<file path="config.mk">
export PLATFORM = sky130hd
export DESIGN_NAME = i2s_sample_fifo_flat
export DESIGN_NICKNAME = d
export VERILOG_FILES = /design/src/rtl/i2s_sample_fifo_if.sv /design/src/rtl/i2s_sample_fifo.sv /design/src/flat_wrapper.sv
export SDC_FILE = /design/constraint.sdc
export NUM_CORES = 1
export LEC_CHECK = 0
export ABC_CLOCK_PERIOD_IN_PS = 6050
export CORE_MARGIN = 2
export CORE_UTILIZATION = 44
export CTS_CLUSTER_DIAMETER = 120
export DETAILED_ROUTE_END_ITERATION = 16
export HOLD_SLACK_MARGIN = 0.12
export PLACE_DENSITY_LB_ADDON = 0.25
export SYNTH_ARGS = -nofsm -noshare
export SYNTH_HDL_FRONTEND = slang
export SYNTH_SLANG_ARGS = --single-unit
</file>
<file path="constraint.sdc">
create_clock -name clk_i -period 6.05 [get_ports clk_i]
set_clock_uncertainty 0.15 [all_clocks]
set_input_delay 1.5125 -clock clk_i [delete_from_list [all_inputs] [get_ports clk_i]]
set_output_delay 1.5125 -clock clk_i [all_outputs]
set_load 0.05 [all_outputs]
</file>
<file path="src/rtl/i2s_sample_fifo_if.sv">
// Stream bundle between the I2S capture stage, the sample FIFO and its consumer.
interface i2s_sample_fifo_if #(
  parameter int unsigned DATA_W = 24
) ();
  logic [DATA_W-1:0] left_i;
  logic [DATA_W-1:0] right_i;
  logic              ready_i;
  logic              m_valid_o;
  logic              m_ready_i;
  logic [DATA_W-1:0] m_left_o;
  logic [DATA_W-1:0] m_right_o;

  modport master (
    output left_i, right_i, ready_i, m_ready_i,
    input  m_valid_o, m_left_o, m_right_o
  );

  modport slave (
    input  left_i, right_i, ready_i, m_ready_i,
    output m_valid_o, m_left_o, m_right_o
  );
endinterface

</file>
<file path="src/rtl/i2s_sample_fifo.sv">
// Stereo-pair FIFO between I2S capture and a valid/ready consumer, registered output stage.
// Optional drop counter ovf_cnt_o is enabled by defining I2S_SAMPLE_FIFO_OVF_CNT_EN.
module i2s_sample_fifo #(
  parameter int unsigned DATA_W = 24,
  parameter int unsigned DEPTH  = 16
) (
  input  logic                   clk_i,
  input  logic                   rst_i,
  i2s_sample_fifo_if.slave       bus,
  output logic [$clog2(DEPTH):0] level_o,
  output logic                   full_o,
  output logic                   empty_o,
  output logic                   overflow_o,
  input  logic                   clear_ovf_i
`ifdef I2S_SAMPLE_FIFO_OVF_CNT_EN
  ,
  output logic [15:0]            ovf_cnt_o
`endif
);

  localparam int unsigned AW = $clog2(DEPTH);
  localparam int unsigned LW = AW + 1;
  localparam int unsigned PW = 2 * DATA_W;

  logic [PW-1:0]     mem_q [DEPTH];
  logic [AW-1:0]     wr_ptr_q, wr_ptr_d;
  logic [AW-1:0]     rd_ptr_q, rd_ptr_d;
  logic [LW-1:0]     level_q, level_d;
  logic [LW-1:0]     resident;
  logic              full_q, full_d;
  logic              empty_q, empty_d;
  logic              ovf_q, ovf_d;
  logic              valid_q, valid_d;
  logic [DATA_W-1:0] left_q, left_d;
  logic [DATA_W-1:0] right_q, right_d;
  logic              pop, push, drop;

  // Output stage reloads from entries already written before this edge, so a
  // fresh push reaches the output one cycle after it lands in memory.
  always_comb begin
    pop      = valid_q & bus.m_ready_i;
    push     = bus.ready_i & (~full_q | pop);
    drop     = bus.ready_i & full_q & ~pop;
    wr_ptr_d = wr_ptr_q + AW'(push);
    rd_ptr_d = rd_ptr_q + AW'(pop);
    level_d  = level_q + LW'(push) - LW'(pop);
    full_d   = (level_d == LW'(DEPTH));
    empty_d  = (level_d == '0);
    ovf_d    = drop | (ovf_q & ~clear_ovf_i);
    resident = level_q - LW'(pop);
    valid_d  = (resident != '0);
    left_d   = left_q;
    right_d  = right_q;
    if (valid_d) begin
      {left_d, right_d} = mem_q[rd_ptr_d];
    end
  end

  always_ff @(posedge clk_i) begin
    if (rst_i) begin
      wr_ptr_q <= '0;
      rd_ptr_q <= '0;
      level_q  <= '0;
      full_q   <= 1'b0;
      empty_q  <= 1'b1;
      ovf_q    <= 1'b0;
      valid_q  <= 1'b0;
      left_q   <= '0;
      right_q  <= '0;
    end else begin
      wr_ptr_q <= wr_ptr_d;
      rd_ptr_q <= rd_ptr_d;
      level_q  <= level_d;
      full_q   <= full_d;
      empty_q  <= empty_d;
      ovf_q    <= ovf_d;
      valid_q  <= valid_d;
      left_q   <= left_d;
      right_q  <= right_d;
    end
  end

  // Storage array carries no reset; occupancy is tracked by the pointers.
  always_ff @(posedge clk_i) begin
    if (!rst_i && push) begin
      mem_q[wr_ptr_q] <= {bus.left_i, bus.right_i};
    end
  end

`ifdef I2S_SAMPLE_FIFO_OVF_CNT_EN
  logic [15:0] cnt_q, cnt_d;

  // Saturating drop counter; a drop in the clearing cycle still counts.
  always_comb begin
    cnt_d = cnt_q;
    if (clear_ovf_i) begin
      cnt_d = 16'(drop);
    end else if (drop && (cnt_q != 16'hFFFF)) begin
      cnt_d = cnt_q + 16'd1;
    end
  end

  always_ff @(posedge clk_i) begin
    if (rst_i) begin
      cnt_q <= '0;
    end else begin
      cnt_q <= cnt_d;
    end
  end

  assign ovf_cnt_o = cnt_q;
`endif

  assign bus.m_valid_o = valid_q;
  assign bus.m_left_o  = left_q;
  assign bus.m_right_o = right_q;
  assign level_o       = level_q;
  assign full_o        = full_q;
  assign empty_o       = empty_q;
  assign overflow_o    = ovf_q;

endmodule

</file>
<file path="src/flat_wrapper.sv">
// flat-port wrapper written by rule: the top's interface ports become plain ports
module i2s_sample_fifo_flat 
#(
  parameter int unsigned DATA_W = 24,
  parameter int unsigned DEPTH  = 16
)
  (clk_i, rst_i, level_o, full_o, empty_o, overflow_o, clear_ovf_i, bus_left_i, bus_right_i, bus_ready_i, bus_m_ready_i, bus_m_valid_o, bus_m_left_o, bus_m_right_o);
  i2s_sample_fifo_if #(.DATA_W(DATA_W)) bus_i ();
  input  logic clk_i;
  input  logic rst_i;
  output logic [$clog2(DEPTH):0] level_o;
  output logic full_o;
  output logic empty_o;
  output logic overflow_o;
  input  logic clear_ovf_i;
  input wire logic [$bits(bus_i.left_i)-1:0] bus_left_i;
  input wire logic [$bits(bus_i.right_i)-1:0] bus_right_i;
  input wire logic [$bits(bus_i.ready_i)-1:0] bus_ready_i;
  input wire logic [$bits(bus_i.m_ready_i)-1:0] bus_m_ready_i;
  output wire logic [$bits(bus_i.m_valid_o)-1:0] bus_m_valid_o;
  output wire logic [$bits(bus_i.m_left_o)-1:0] bus_m_left_o;
  output wire logic [$bits(bus_i.m_right_o)-1:0] bus_m_right_o;
  assign bus_i.left_i = bus_left_i;
  assign bus_i.right_i = bus_right_i;
  assign bus_i.ready_i = bus_ready_i;
  assign bus_i.m_ready_i = bus_m_ready_i;
  assign bus_m_valid_o = bus_i.m_valid_o;
  assign bus_m_left_o = bus_i.m_left_o;
  assign bus_m_right_o = bus_i.m_right_o;
  i2s_sample_fifo #(.DATA_W(DATA_W), .DEPTH(DEPTH)) u_core (.clk_i(clk_i), .rst_i(rst_i), .bus(bus_i), .level_o(level_o), .full_o(full_o), .empty_o(empty_o), .overflow_o(overflow_o), .clear_ovf_i(clear_ovf_i));
endmodule
</file>
==> summary.md <==
| Metric | Value |
|---|---|
| Outcome | completed |
| Final Wtd Congestion | 0.7510 |
| Cell area after synthesis | 32890 um2 |
| Cells after synthesis | 1847 |
| Number of synthesized register bits | 833 |
| Leading area contributor after synthesis | edfxtp_1 |
| Syn Nets | 1911 |
| Via density per instance | 5.935 |
| Postcts setup bufs | 0 |
| Clock transition at the registers of the reported paths | 0.06 ns |
| Die span in y | 277.4 um |
| Internal power | 10.70 mW |
| Share of cells above drive strength 1 | 17.20% |
| Total of max-cap violations | 0 |
| Synth area leaders | edfxtp_1 70%, mux2i_1 4.4%, dfxtp_1 4.0% |
| HPWL after DPL | 40840 um |
| Critical Path Source Type | input pin |
| Req. time, crit path | 6.40 ns |
| Syn Area/Cell | 17.80 um2 |
| CTS Buffer Depth | 3 |
| Place WS | 0.9646 ns |
| CP Class | input pin to flop |
| Core Footprint | 74200 um2 |
| Crit share post-route | 74.16% |
| First-pass iteration count of the detailed router | 5 |
| Pin count of the biggest net entering global routing | 56 |
| Slowest CP cell | ha_4 |
| Gr busiest metal | met2 |
| RSZ-0062 raised after global routing | false |
| Vias in the first global route | 17.92k |
| Global-route wire length before repair | 121800 um |
| TritonCTS clock tree | built |
| Final setup viols | 0 |
| Fin. Hold Viols | 0 |
| Arr. time, crit path | 4.83 ns |
| Worst hold path class | flop to flop |
| Share of power burned in the clock network | 36.2% |
| Fillers | 5926 |
| Met1 usage | 29.13% |
| Initial DRC count | 1555 |
| Final setup margin | 1.563 ns |
| Worst-margin pin slew | 1.104 ns |
| Leak Pwr | 11.76 nW |
| Slew Limit Fails | 0 |
| Total number of vias | 17.84k |
| Clock root cell | clkbuf_16 |
| Synth top area share | 70.13% |
| Switching pwr | 4.191 mW |
| Nets | 2027 |
| Starting Density | 44.32% |
| Crit-path max cell delay | 0.75 ns |
| CTS H-tree depth | 3 |
| Wire per inst | 27.52 um |
| M3 GR Usage | 3.403% |
| Final ANT Viol Nets | 0 |
| Worst setup EP type | flop |
| Total GRT Usage | 21.46% |
| Sw Share | 28.14% |
| Clock sink count | 833 |
| Part of the power in combinational logic | 18.7% |
| Critical path, cell by cell | clkdlybuf4s50_1 > nand3_2 > inv_1 > ha_4 > buf_4 > nor2b_1 > a2111oi_0 > a221oi_1 > o21bai_1 > o211ai_1 |
| Max VDD drop | 225.0 uV |
| Die width | 277.4 um |
| Synth cell types | 50 |
| Max Freq | 222.9 MHz |
| Slew HR | 26.37% |
| Residual DRC | 0 |
| Total die area | 76940 um2 |
| Synth Warn # | 0 |
| Post-synth EDFFs | 768 |
| Flop pwr share | 45.2% |
| Setup Total Neg Slack | 0 ns |
| Num CTS Buffers | 87 |
| Pwr dens | 388.5 nW/um2 |
| Row count | 100 |
| Met2 usage | 35.86% |
| Fin crit period | 4.487 ns |
| Most used DFF post-synth | edfxtp_1 |
| Asr flop ratio synth | 0% |
| CTS resizes | 0 |
| CP Max Fanout | 51 |
| Port bufs | 109 |
| Area Overhead vs Synth | 16.60% |
| Total gr overflow | 0 |
| Sequential fraction of the synthesis area | 74.09% |
| IO Count | 110 |
| Final WL | 82700 um |
| Initial antenna violation count | 1 |
| Later-pin clock latency in the skew report | 0.63 ns |
| Cts hold-fix bufs | 0 |
[stage by stage]
stage	std cells	power, mW	area (um2)	hold WS (ns)	utilization (%)
after global routing	3005	15.42	38340	0.3691	51.68
after floorplan	1847	8.583	32900	0.3853	-
final	3005	14.90	38340	0.3432	51.68
after global placement	2843	9.609	35420	0.3208	47.74
after CTS	3004	15.00	38340	0.3482	51.68
after detailed placement	2843	9.645	35420	0.3363	47.74
[worst max-delay path, delay by kind of cell]
family | cells | cell delay (ns)
buffers and inverters | 3 | 1.27
adder cells (fa/ha/maj) | 1 | 0.75
AO/OA/AOI/OAI | 4 | 0.90
AND/OR/NAND/NOR | 2 | 0.31
[flip-flops by register name, indices dropped and copies added, names as in the netlist]
name	flops
u_core.level_o	5
u_core.wr_ptr_q	4
u_core.mem_q	768
u_core.rd_ptr_q	4
u_core.empty_o	1
u_core.overflow_o	1
u_core.bus.m_right_o	24
u_core.full_o	1
u_core.bus.m_valid_o	1
u_core.bus.m_left_o	24
[cells by family after synthesis]
logic type / after synthesis / synth area share [%]
compound gates: 403 / 10.50
fa+ha+maj: 11 / 0.4414
simple gates: 154 / 2.694
mux: 242 / 9.417
buf+inv: 197 / 2.671
xor+xnor: 7 / 0.1864
flops: 833 / 74.09
[layout make-up]
cell class | instances | area (um2) | share of cell area [%]
sequential | 833 | 24370 | 63.55
clock inverter | 38 | 376.6 | 0.9822
multi-input combinational | 817 | 7864 | 20.51
tap | 969 | 1212 | 3.162
inverter | 58 | 217.7 | 0.5678
clock buffer | 123 | 2547 | 6.644
antenna | 1 | 2.502 | 0.006526
timing repair buffer | 166 | 1757 | 4.581
[layer usage]
| metal | vias to the layer above | wire length (um) | part of all wire, % |
|---|---|---|---|
| met3 | 123 | 4232 | 5.1 |
| met5 | - | 0 | 0 |
| li1 | 7803 | - | - |
| met2 | 520 | 40990 | 50 |
| met4 | 0 | 2101 | 2.5 |
| met1 | 9389 | 35380 | 43 |
[final timing paths]
kind | from | endpoint | slack, ns | cells past startpoint
max | bus_m_ready_i | u_core.bus.m_left_o[3] | 1.56 | 10
max reg2reg | u_core.bus.m_valid_o | u_core.bus.m_left_o[3] | 2.57 | 9
min | u_core.bus.m_right_o[0] | u_core.bus.m_right_o[0] | 0.34 | 2
min reg2reg | u_core.bus.m_right_o[0] | u_core.bus.m_right_o[0] | 0.34 | 2
[power by group through the flow]
stage | combinational (mW) | clock (mW) | sequential (mW)
3_3_place_gp | 2.76 | 0 | 6.85
6_report | 2.78 | 5.39 | 6.73
3_5_place_dp | 2.79 | 0 | 6.85
2_1_floorplan | 1.23 | 0 | 7.35
5_1_grt | 2.96 | 5.71 | 6.75
4_1_cts | 2.80 | 5.46 | 6.74
[cells in the final DEF (no fill, tap or decap), drive strengths merged, types with 3 or more instances in the layout]
cell           netlist  routed
nor2                27      27
o21ai                4       4
nand2                6       6
xnor2                5       5
o21bai              48      48
mux2                49      49
nand3                4       4
or3                  3       3
buf                 66      57
o211ai              48      48
ha                  10      10
a221oi              47      47
a2111oi            141     141
a211o               48      48
o22ai               47      47
clkinv               0      27
nor2b               99      99
clkdlybuf4s50        0     109
dfxtp               65      65
a21oi                5       5
clkbuf              73     123
inv                 58      60
mux2i              144     144
nor3                 6       6
bufinv               0       7
edfxtp             768     768
mux4                49      49
[synth_stat cells (2+ instances only)]
library cell and n:
ha_1 10, a2111oi_0 141, xor2_1 2, a21bo_2 2, a21o_1 2, nand2_1 6
o21a_1 2, buf_6 9, a21oi_1 5, a221oi_2 31, buf_1 5, inv_1 58
buf_2 50, mux4_2 49, a211o_1 48, nor3_1 6, nand3b_1 2, nand4_1 2
xnor2_1 5, o22ai_1 47, o221ai_1 2, a221oi_1 16, mux2i_1 144, nor2_1 26
o21ai_0 3, dfxtp_1 65, nand3_1 3, a32oi_1 2, edfxtp_1 768, o211ai_1 48
or3_1 3, mux2_2 49, o21bai_1 48, clkbuf_1 72, buf_4 2, nor2b_1 99
nand2b_1 2
No activity file was read; power rests on OpenSTA's default activity.
